<file path="src/rtl/arr_pkg.sv">
// Shared definitions for the two-port array RAM arbiter.
// Requester indices, default widths and the arbiter state encoding.
package arr_pkg;

    localparam int ADDR_W_DEF    = 12;
    localparam int DATA_W_DEF    = 32;
    localparam int MAX_BURST_DEF = 8;
    localparam int N_REQ         = 2;
    localparam int REQ_CPU       = 0;
    localparam int REQ_DMA       = 1;

    typedef enum logic {
        ST_IDLE  = 1'b0,
        ST_OWNED = 1'b1
    } arb_state_e;

endpackage

</file>
<file path="src/rtl/rr_lock_arb.sv">
// Two-way round-robin arbiter with lockable bursts.
// Grant is combinational from req; ownership and fairness state are registered.
module rr_lock_arb
    import arr_pkg::*;
#(
    parameter int MAX_BURST = MAX_BURST_DEF
) (
    input  logic       clk,
    input  logic       rst,
    input  logic [1:0] req,
    input  logic [1:0] lock,
    output logic [1:0] gnt
);

    localparam int CNT_W = $clog2(MAX_BURST + 1);

    arb_state_e       state_q, state_d;
    logic             owner_q, owner_d;
    logic             last_q, last_d;
    logic [CNT_W-1:0] cnt_q, cnt_d;

    logic             any;
    logic             gnt_idx;
    logic             cont;
    logic [CNT_W-1:0] cnt_inc;

    always_comb begin
        any     = 1'b0;
        gnt_idx = 1'b0;
        if (state_q == ST_OWNED && req[owner_q]) begin
            any     = 1'b1;
            gnt_idx = owner_q;
        end else if (&req) begin
            any     = 1'b1;
            gnt_idx = ~last_q;
        end else if (req[REQ_CPU]) begin
            any     = 1'b1;
            gnt_idx = 1'b0;
        end else if (req[REQ_DMA]) begin
            any     = 1'b1;
            gnt_idx = 1'b1;
        end

        cont    = (state_q == ST_OWNED) && any && (gnt_idx == owner_q);
        cnt_inc = cnt_q + CNT_W'(1);

        state_d = ST_IDLE;
        owner_d = owner_q;
        last_d  = last_q;
        cnt_d   = '0;
        if (any) begin
            last_d = gnt_idx;
            // A continuing owner releases on lock drop or when the burst fills.
            if (cont) begin
                if (lock[gnt_idx] && cnt_inc < CNT_W'(MAX_BURST)) begin
                    state_d = ST_OWNED;
                    cnt_d   = cnt_inc;
                end
            end else if (lock[gnt_idx] && MAX_BURST > 1) begin
                state_d = ST_OWNED;
                owner_d = gnt_idx;
                cnt_d   = CNT_W'(1);
            end
        end

        gnt = {any & gnt_idx, any & ~gnt_idx} & {2{~rst}};
    end

    always_ff @(posedge clk) begin
        if (rst) begin
            state_q <= ST_IDLE;
            owner_q <= 1'b0;
            last_q  <= 1'b1;
            cnt_q   <= '0;
        end else begin
            state_q <= state_d;
            owner_q <= owner_d;
            last_q  <= last_d;
            cnt_q   <= cnt_d;
        end
    end

endmodule

</file>
<file path="src/rtl/array_ram_arbiter.sv">
// Shares one single-port array RAM between the CPU data port and DMA port.
// Muxes the granted command onto the RAM and returns read data one cycle later.
module array_ram_arbiter
    import arr_pkg::*;
#(
    parameter int ADDR_W    = ADDR_W_DEF,
    parameter int DATA_W    = DATA_W_DEF,
    parameter int MAX_BURST = MAX_BURST_DEF
) (
    input  logic                   clk,
    input  logic                   rst,
    input  logic [1:0]             m_req,
    input  logic [1:0]             m_lock,
    input  logic [1:0]             m_we,
    input  logic [1:0][ADDR_W-1:0] m_addr,
    input  logic [1:0][DATA_W-1:0] m_wdata,
    input  logic [1:0][DATA_W/8-1:0] m_be,
    output logic [1:0]             m_gnt,
    output logic [1:0]             m_rvalid,
    output logic [DATA_W-1:0]      m_rdata,
    output logic                   ram_en,
    output logic                   ram_we,
    output logic [ADDR_W-1:0]      ram_addr,
    output logic [DATA_W-1:0]      ram_wdata,
    output logic [DATA_W/8-1:0]    ram_be,
    input  logic [DATA_W-1:0]      ram_rdata
);

    logic [1:0] gnt;
    logic       acc;
    logic       sel;
    logic [1:0] rvalid_q, rvalid_d;

    rr_lock_arb #(
        .MAX_BURST(MAX_BURST)
    ) u_arb (
        .clk (clk),
        .rst (rst),
        .req (m_req),
        .lock(m_lock),
        .gnt (gnt)
    );

    always_comb begin
        m_gnt     = gnt;
        acc       = |(m_req & gnt);
        sel       = gnt[REQ_DMA];
        ram_en    = acc;
        ram_we    = acc & m_we[sel];
        ram_addr  = acc ? m_addr[sel] : '0;
        ram_wdata = acc ? m_wdata[sel] : '0;
        ram_be    = acc ? m_be[sel] : '0;
        rvalid_d  = m_req & gnt & ~m_we;
    end

    always_ff @(posedge clk) begin
        if (rst) begin
            rvalid_q <= '0;
        end else begin
            rvalid_q <= rvalid_d;
        end
    end

    // Gate with rst so a read in flight when reset hits never surfaces.
    always_comb begin
        m_rvalid = rvalid_q & {2{~rst}};
        m_rdata  = (|m_rvalid) ? ram_rdata : '0;
    end

endmodule

</file>
<file path="config.mk">
export PLATFORM = sky130hd
export DESIGN_NAME = array_ram_arbiter
export DESIGN_NICKNAME = d
export VERILOG_FILES = /design/src/rtl/arr_pkg.sv /design/src/rtl/rr_lock_arb.sv /design/src/rtl/array_ram_arbiter.sv
export SDC_FILE = /design/constraint.sdc
export NUM_CORES = 1
export LEC_CHECK = 0
export BUFFER_PORTS_ARGS = -buffer_cell sky130_fd_sc_hd__buf_2
export CAP_MARGIN = 15
export CORE_AREA = 5 5 83 85
export CTS_BUF_LIST = sky130_fd_sc_hd__clkbuf_8
export DETAILED_ROUTE_END_ITERATION = 8
export DIE_AREA = 0 0 88 90
export SYNTH_ARGS = -nofsm -noshare
export SYNTH_HDL_FRONTEND = slang
export SYNTH_SLANG_ARGS = --single-unit
</file>
<file path="constraint.sdc">
create_clock -name clk -period 2.6 [get_ports clk]
set_clock_uncertainty 0.2 [all_clocks]
set_input_delay 0.26 -clock clk [delete_from_list [all_inputs] [get_ports clk]]
set_output_delay 0.26 -clock clk [all_outputs]
set_load 0.01 [all_outputs]
</file>
==> flow_summary.html <==
<table>
<tr><th>Metric</th><th>Value</th></tr>
<tr><th colspan="2">Outcome</th></tr>
<tr><td>Outcome</td><td>finished clean</td></tr>
<tr><th colspan="2">Timing</th></tr>
<tr><td>Setup TNS</td><td>0 ns</td></tr>
<tr><td>Final-report hold violation count</td><td>0</td></tr>
<tr><td>Worst Setup Slack, final</td><td>~0.47 ns</td></tr>
<tr><td>Max Clock Freq</td><td>470 MHz</td></tr>
<tr><td>Post-route clock period utilization</td><td>0.818</td></tr>
<tr><td>Unrepaired setup endpoints after global routing</td><td>false</td></tr>
<tr><td>Min cycle time layout</td><td>2.13 ns</td></tr>
<tr><td>Max Slew Vio Count</td><td>0</td></tr>
<tr><td># setup viols final</td><td>0</td></tr>
<tr><th colspan="2">Critical path</th></tr>
<tr><td>Cells along the critical path</td><td>nand2b_2 -&gt; nand3_2 -&gt; nor3b_4 -&gt; buf_12 -&gt; a22o_1 -&gt; buf_2</td></tr>
<tr><td>Required time reported for the critical path endpoint</td><td>2.14 ns</td></tr>
<tr><td>Critical path buffers and inverters</td><td>2</td></tr>
<tr><td>Max FO, Critical Path</td><td>51</td></tr>
<tr><td>Launching element type of the critical path</td><td>register</td></tr>
<tr><td>Largest incremental delay on the critical path</td><td>0.31 ns</td></tr>
<tr><td>Max stage delay cell, worst path</td><td>sky130_fd_sc_hd__dfxtp_1</td></tr>
<tr><td>Crit path kind</td><td>reg2out</td></tr>
<tr><td>Endpoint class of the critical path</td><td>output pin</td></tr>
<tr><td>WP data arrival</td><td>between 1.5 and 2 ns</td></tr>
<tr><td>Cell family with most CP delay</td><td>simple AND/OR/NAND/NOR gates</td></tr>
<tr><th colspan="2">Final layout</th></tr>
<tr><td>Total inserted antenna cells</td><td>0</td></tr>
<tr><td>Area occupied by multi-input gates</td><td>905 um^2</td></tr>
<tr><td>Signed area change from the synthesized netlist to the final layout</td><td>102%</td></tr>
<tr><td>Final core utilization</td><td>0.389</td></tr>
<tr><td>Total area of sequential cells</td><td>180 um^2</td></tr>
<tr><td>Fill cell instance count of the final layout</td><td>667</td></tr>
<tr><td>Fraction of final layout cells with drive strength greater than 1</td><td>0.669</td></tr>
<tr><td>Number of nets in the layout</td><td>495</td></tr>
<tr><td>Cell area after layout</td><td>0.00238 mm^2</td></tr>
<tr><th colspan="2">Route</th></tr>
<tr><td>Drt total wl</td><td>6880 um</td></tr>
<tr><td>Drc violations</td><td>0</td></tr>
<tr><td>Starting DRT DRC Count</td><td>81</td></tr>
<tr><td>Pre-antenna DRT Iters</td><td>4</td></tr>
<tr><td>Avg Vias per Cell</td><td>4.42</td></tr>
<tr><td>Antenna Violating Nets Remaining</td><td>0</td></tr>
<tr><td>Number of vias in the routed layout</td><td>1919</td></tr>
<tr><td>Wirelength per Cell</td><td>15.9 um</td></tr>
<tr><th colspan="2">Power</th></tr>
<tr><td>Internal portion of total power</td><td>442 uW</td></tr>
<tr><td>Net Switching</td><td>230 uW</td></tr>
<tr><td>Total design power</td><td>672 uW</td></tr>
<tr><td>Highest ir drop seen on vdd</td><td>0.381 mV</td></tr>
<tr><td>Seq pwr share</td><td>0.225</td></tr>
<tr><td>Combinational cell fraction of total power</td><td>0.545</td></tr>
<tr><td>Leakage power total</td><td>~1.5 nW</td></tr>
<tr><td>Clock power share</td><td>0.230</td></tr>
<tr><td>Fraction of power spent switching nets</td><td>0.342</td></tr>
<tr><td>Cell Pwr Density</td><td>approximately 280 mW/mm^2</td></tr>
<tr><th colspan="2">Synthesis</th></tr>
<tr><td>Post-synthesis sequential element count</td><td>9</td></tr>
<tr><td>Net count after synthesis</td><td>280</td></tr>
<tr><td>Post-Synthesis Cell Area</td><td>0.00118 mm^2</td></tr>
<tr><td>Yosys warns</td><td>0</td></tr>
<tr><td>Post-synth cell types</td><td>32</td></tr>
<tr><td>Post-synthesis sequential area ratio</td><td>0.153</td></tr>
<tr><td>Mean instance size in the synthesized netlist</td><td>8.24 um^2</td></tr>
<tr><td>Gate count after technology mapping</td><td>approximately 140</td></tr>
<tr><th colspan="2">Worst hold path</th></tr>
<tr><td>Classification of the worst-slack hold path</td><td>in2reg</td></tr>
<tr><th colspan="2">Clocking</th></tr>
<tr><td>Number of levels the H-tree was split into</td><td>1</td></tr>
<tr><td>Num CTS Buffers</td><td>3</td></tr>
<tr><td>Number of clock sinks</td><td>9</td></tr>
<tr><td>Clock root buffer master</td><td>sky130_fd_sc_hd__clkbuf_8</td></tr>
<tr><td>Number of resized instances in the post-cts repair step</td><td>0</td></tr>
<tr><td>Clock insertion delay at the later pin of the skew report</td><td>approximately 0.23 ns</td></tr>
<tr><td>CTS clock-pin slew for the worst setup and hold paths</td><td>0.04 ns</td></tr>
<tr><td>CTS tree</td><td>done</td></tr>
<tr><td>Buffers inserted by post-CTS timing repair</td><td>0</td></tr>
<tr><td>Hold-fix buffers at CTS</td><td>0</td></tr>
<tr><td>Worst-case clock buffer depth</td><td>2</td></tr>
<tr><th colspan="2">Placed design</th></tr>
<tr><td>Place WS</td><td>0.697 ns</td></tr>
<tr><td>Final RePlAce weighted congestion</td><td>0.832</td></tr>
<tr><td>Number of port buffers</td><td>221</td></tr>
<tr><td>Final HPWL DP</td><td>5870 um</td></tr>
<tr><td>Post-Place Cell Area</td><td>0.00234 mm^2</td></tr>
<tr><th colspan="2">Floorplanning</th></tr>
<tr><td>Cell Rows</td><td>29</td></tr>
<tr><td>Die X-Extent</td><td>around 90 um</td></tr>
<tr><td>Die Footprint</td><td>a little under 0.008 mm^2</td></tr>
<tr><td>Starting density of the core</td><td>0.192</td></tr>
<tr><td>Count of boundary I/O pins</td><td>222</td></tr>
<tr><td>Floorplan die height</td><td>90 um</td></tr>
<tr><td>Std-Cell Core Area</td><td>0.00613 mm^2</td></tr>
<tr><th colspan="2">Global routing</th></tr>
<tr><td>Largest net degree at the start of global routing</td><td>52</td></tr>
<tr><td>Overall track demand over capacity in global routing</td><td>0.151</td></tr>
<tr><td>First-pass GRT wire length</td><td>9730 um</td></tr>
<tr><td>GRT overflow</td><td>0</td></tr>
<tr><td>Vias in the first global route</td><td>1782</td></tr>
<tr><td>Antenna violations before repair</td><td>0</td></tr>
<tr><th colspan="2">Flow run</th></tr>
<tr><td>Max-capacitance violation count</td><td>0</td></tr>
</table>
-- final cells by class --
class                      instances  area share
clock buffer                       3      0.0173
clock inverter                     1     0.00157
inverter                           1     0.00157
multi-input combinational        119       0.380
sequential                         9      0.0756
tap                               77      0.0404
timing repair buffer             224       0.484
-- cells in the mapped netlist (all sizes together) --
library cell	instances	area, um^2
and2	33	206
nor4	1	6.26
nor2b	2	12.5
nand2	1	3.75
nor3b	1	18.8
conb	1	3.75
a21o	1	8.76
clkbuf	3	11.3
a22o	49	433
a32oi	2	17.5
buf	11	86.3
nand3	3	20.0
and2b	1	7.51
xor2	1	8.76
nand2b	3	28.8
mux2	1	11.3
a21bo	1	10.0
o21bai	1	7.51
nor3	3	15.0
dfxtp	9	180
inv	1	3.75
xnor2	1	8.76
ha	1	12.5
a21oi	2	13.8
nor2	9	33.8
nor4b	1	8.76
-- power groups by stage --
| stage | combinational [mW] | clock [mW] | sequential, mW |
|---|---|---|---|
| after floorplan | 0.178 | 0 | 0.152 |
| after global placement | 0.365 | 0 | 0.153 |
| after detailed placement | 0.367 | 0 | 0.153 |
| after CTS | 0.370 | 0.158 | 0.151 |
| after global routing | 0.397 | 0.170 | 0.152 |
| final | 0.367 | 0.155 | 0.151 |
-- state kept, by name (all words and copies together), names as in the netlist --
signal / flops
u_arb.cnt_q: 4
rvalid_q: 2
u_arb.last_q: 1
u_arb.owner_q: 1
u_arb.state_q: 1
-- worst paths after layout --
check	start	to	slack (ns)	cells past startpoint
worst max-delay path	u_arb.owner_q	ram_wdata[30]	0.47	6
worst min-delay path	m_we[1]	rvalid_q[1]	0.05	2
worst max register to register	u_arb.owner_q	u_arb.cnt_q[2]	1.05	4
worst min register to register	u_arb.owner_q	u_arb.owner_q	0.31	2
-- placed cells by master (no fill, tap or decap), drive strengths merged, types with 2 or more instances in the layout --
master    n
buf     224
a22o     49
and2     33
dfxtp     9
nor2      9
nor3      3
clkbuf    3
nand3     3
nand2b    3
inv       2
nor2b     2
a32oi     2
a21oi     2
-- worst reg2reg max path, delay by kind of cell (launching register included) --
| family | cells | cell delay [ns] |
|---|---|---|
| flops | 1 | 0.31 |
| simple gates | 2 | 0.31 |
| compound gates | 2 | 0.60 |
-- per-layer routing --
metal / wire, um / vias up / track usage
met5: 0 / - / 0
met4: 92 / 0 / 0.0166
met3: 719 / 8 / 0.0402
met2: 3460 / 97 / 0.276
met1: 2610 / 852 / 0.177
li1: - / 962 / -
-- logic make-up (layout without fill, tap and decap cells) --
kind of cell / Yosys count / after routing / share of synthesized area
and+or+nand+nor: 58 / 58 / 0.307
AOI/OAI and AO/OA: 56 / 56 / 0.416
buffers and inverters: 15 / 229 / 0.0860
DFF: 9 / 9 / 0.153
xor gates and xnor gates: 2 / 2 / 0.0149
adders and majority gates: 1 / 1 / 0.0106
other: 1 / 1 / 0.00318
muxes: 1 / 1 / 0.00955
-- metrics by stage --
stage	hold slack, ns	std cells
after floorplan	0.139	143
after global placement	0.296	430
after detailed placement	0.290	430
after CTS	0.0662	434
after global routing	0.0598	434
final	0.0542	434
No activity file was read; power rests on OpenSTA's default activity.
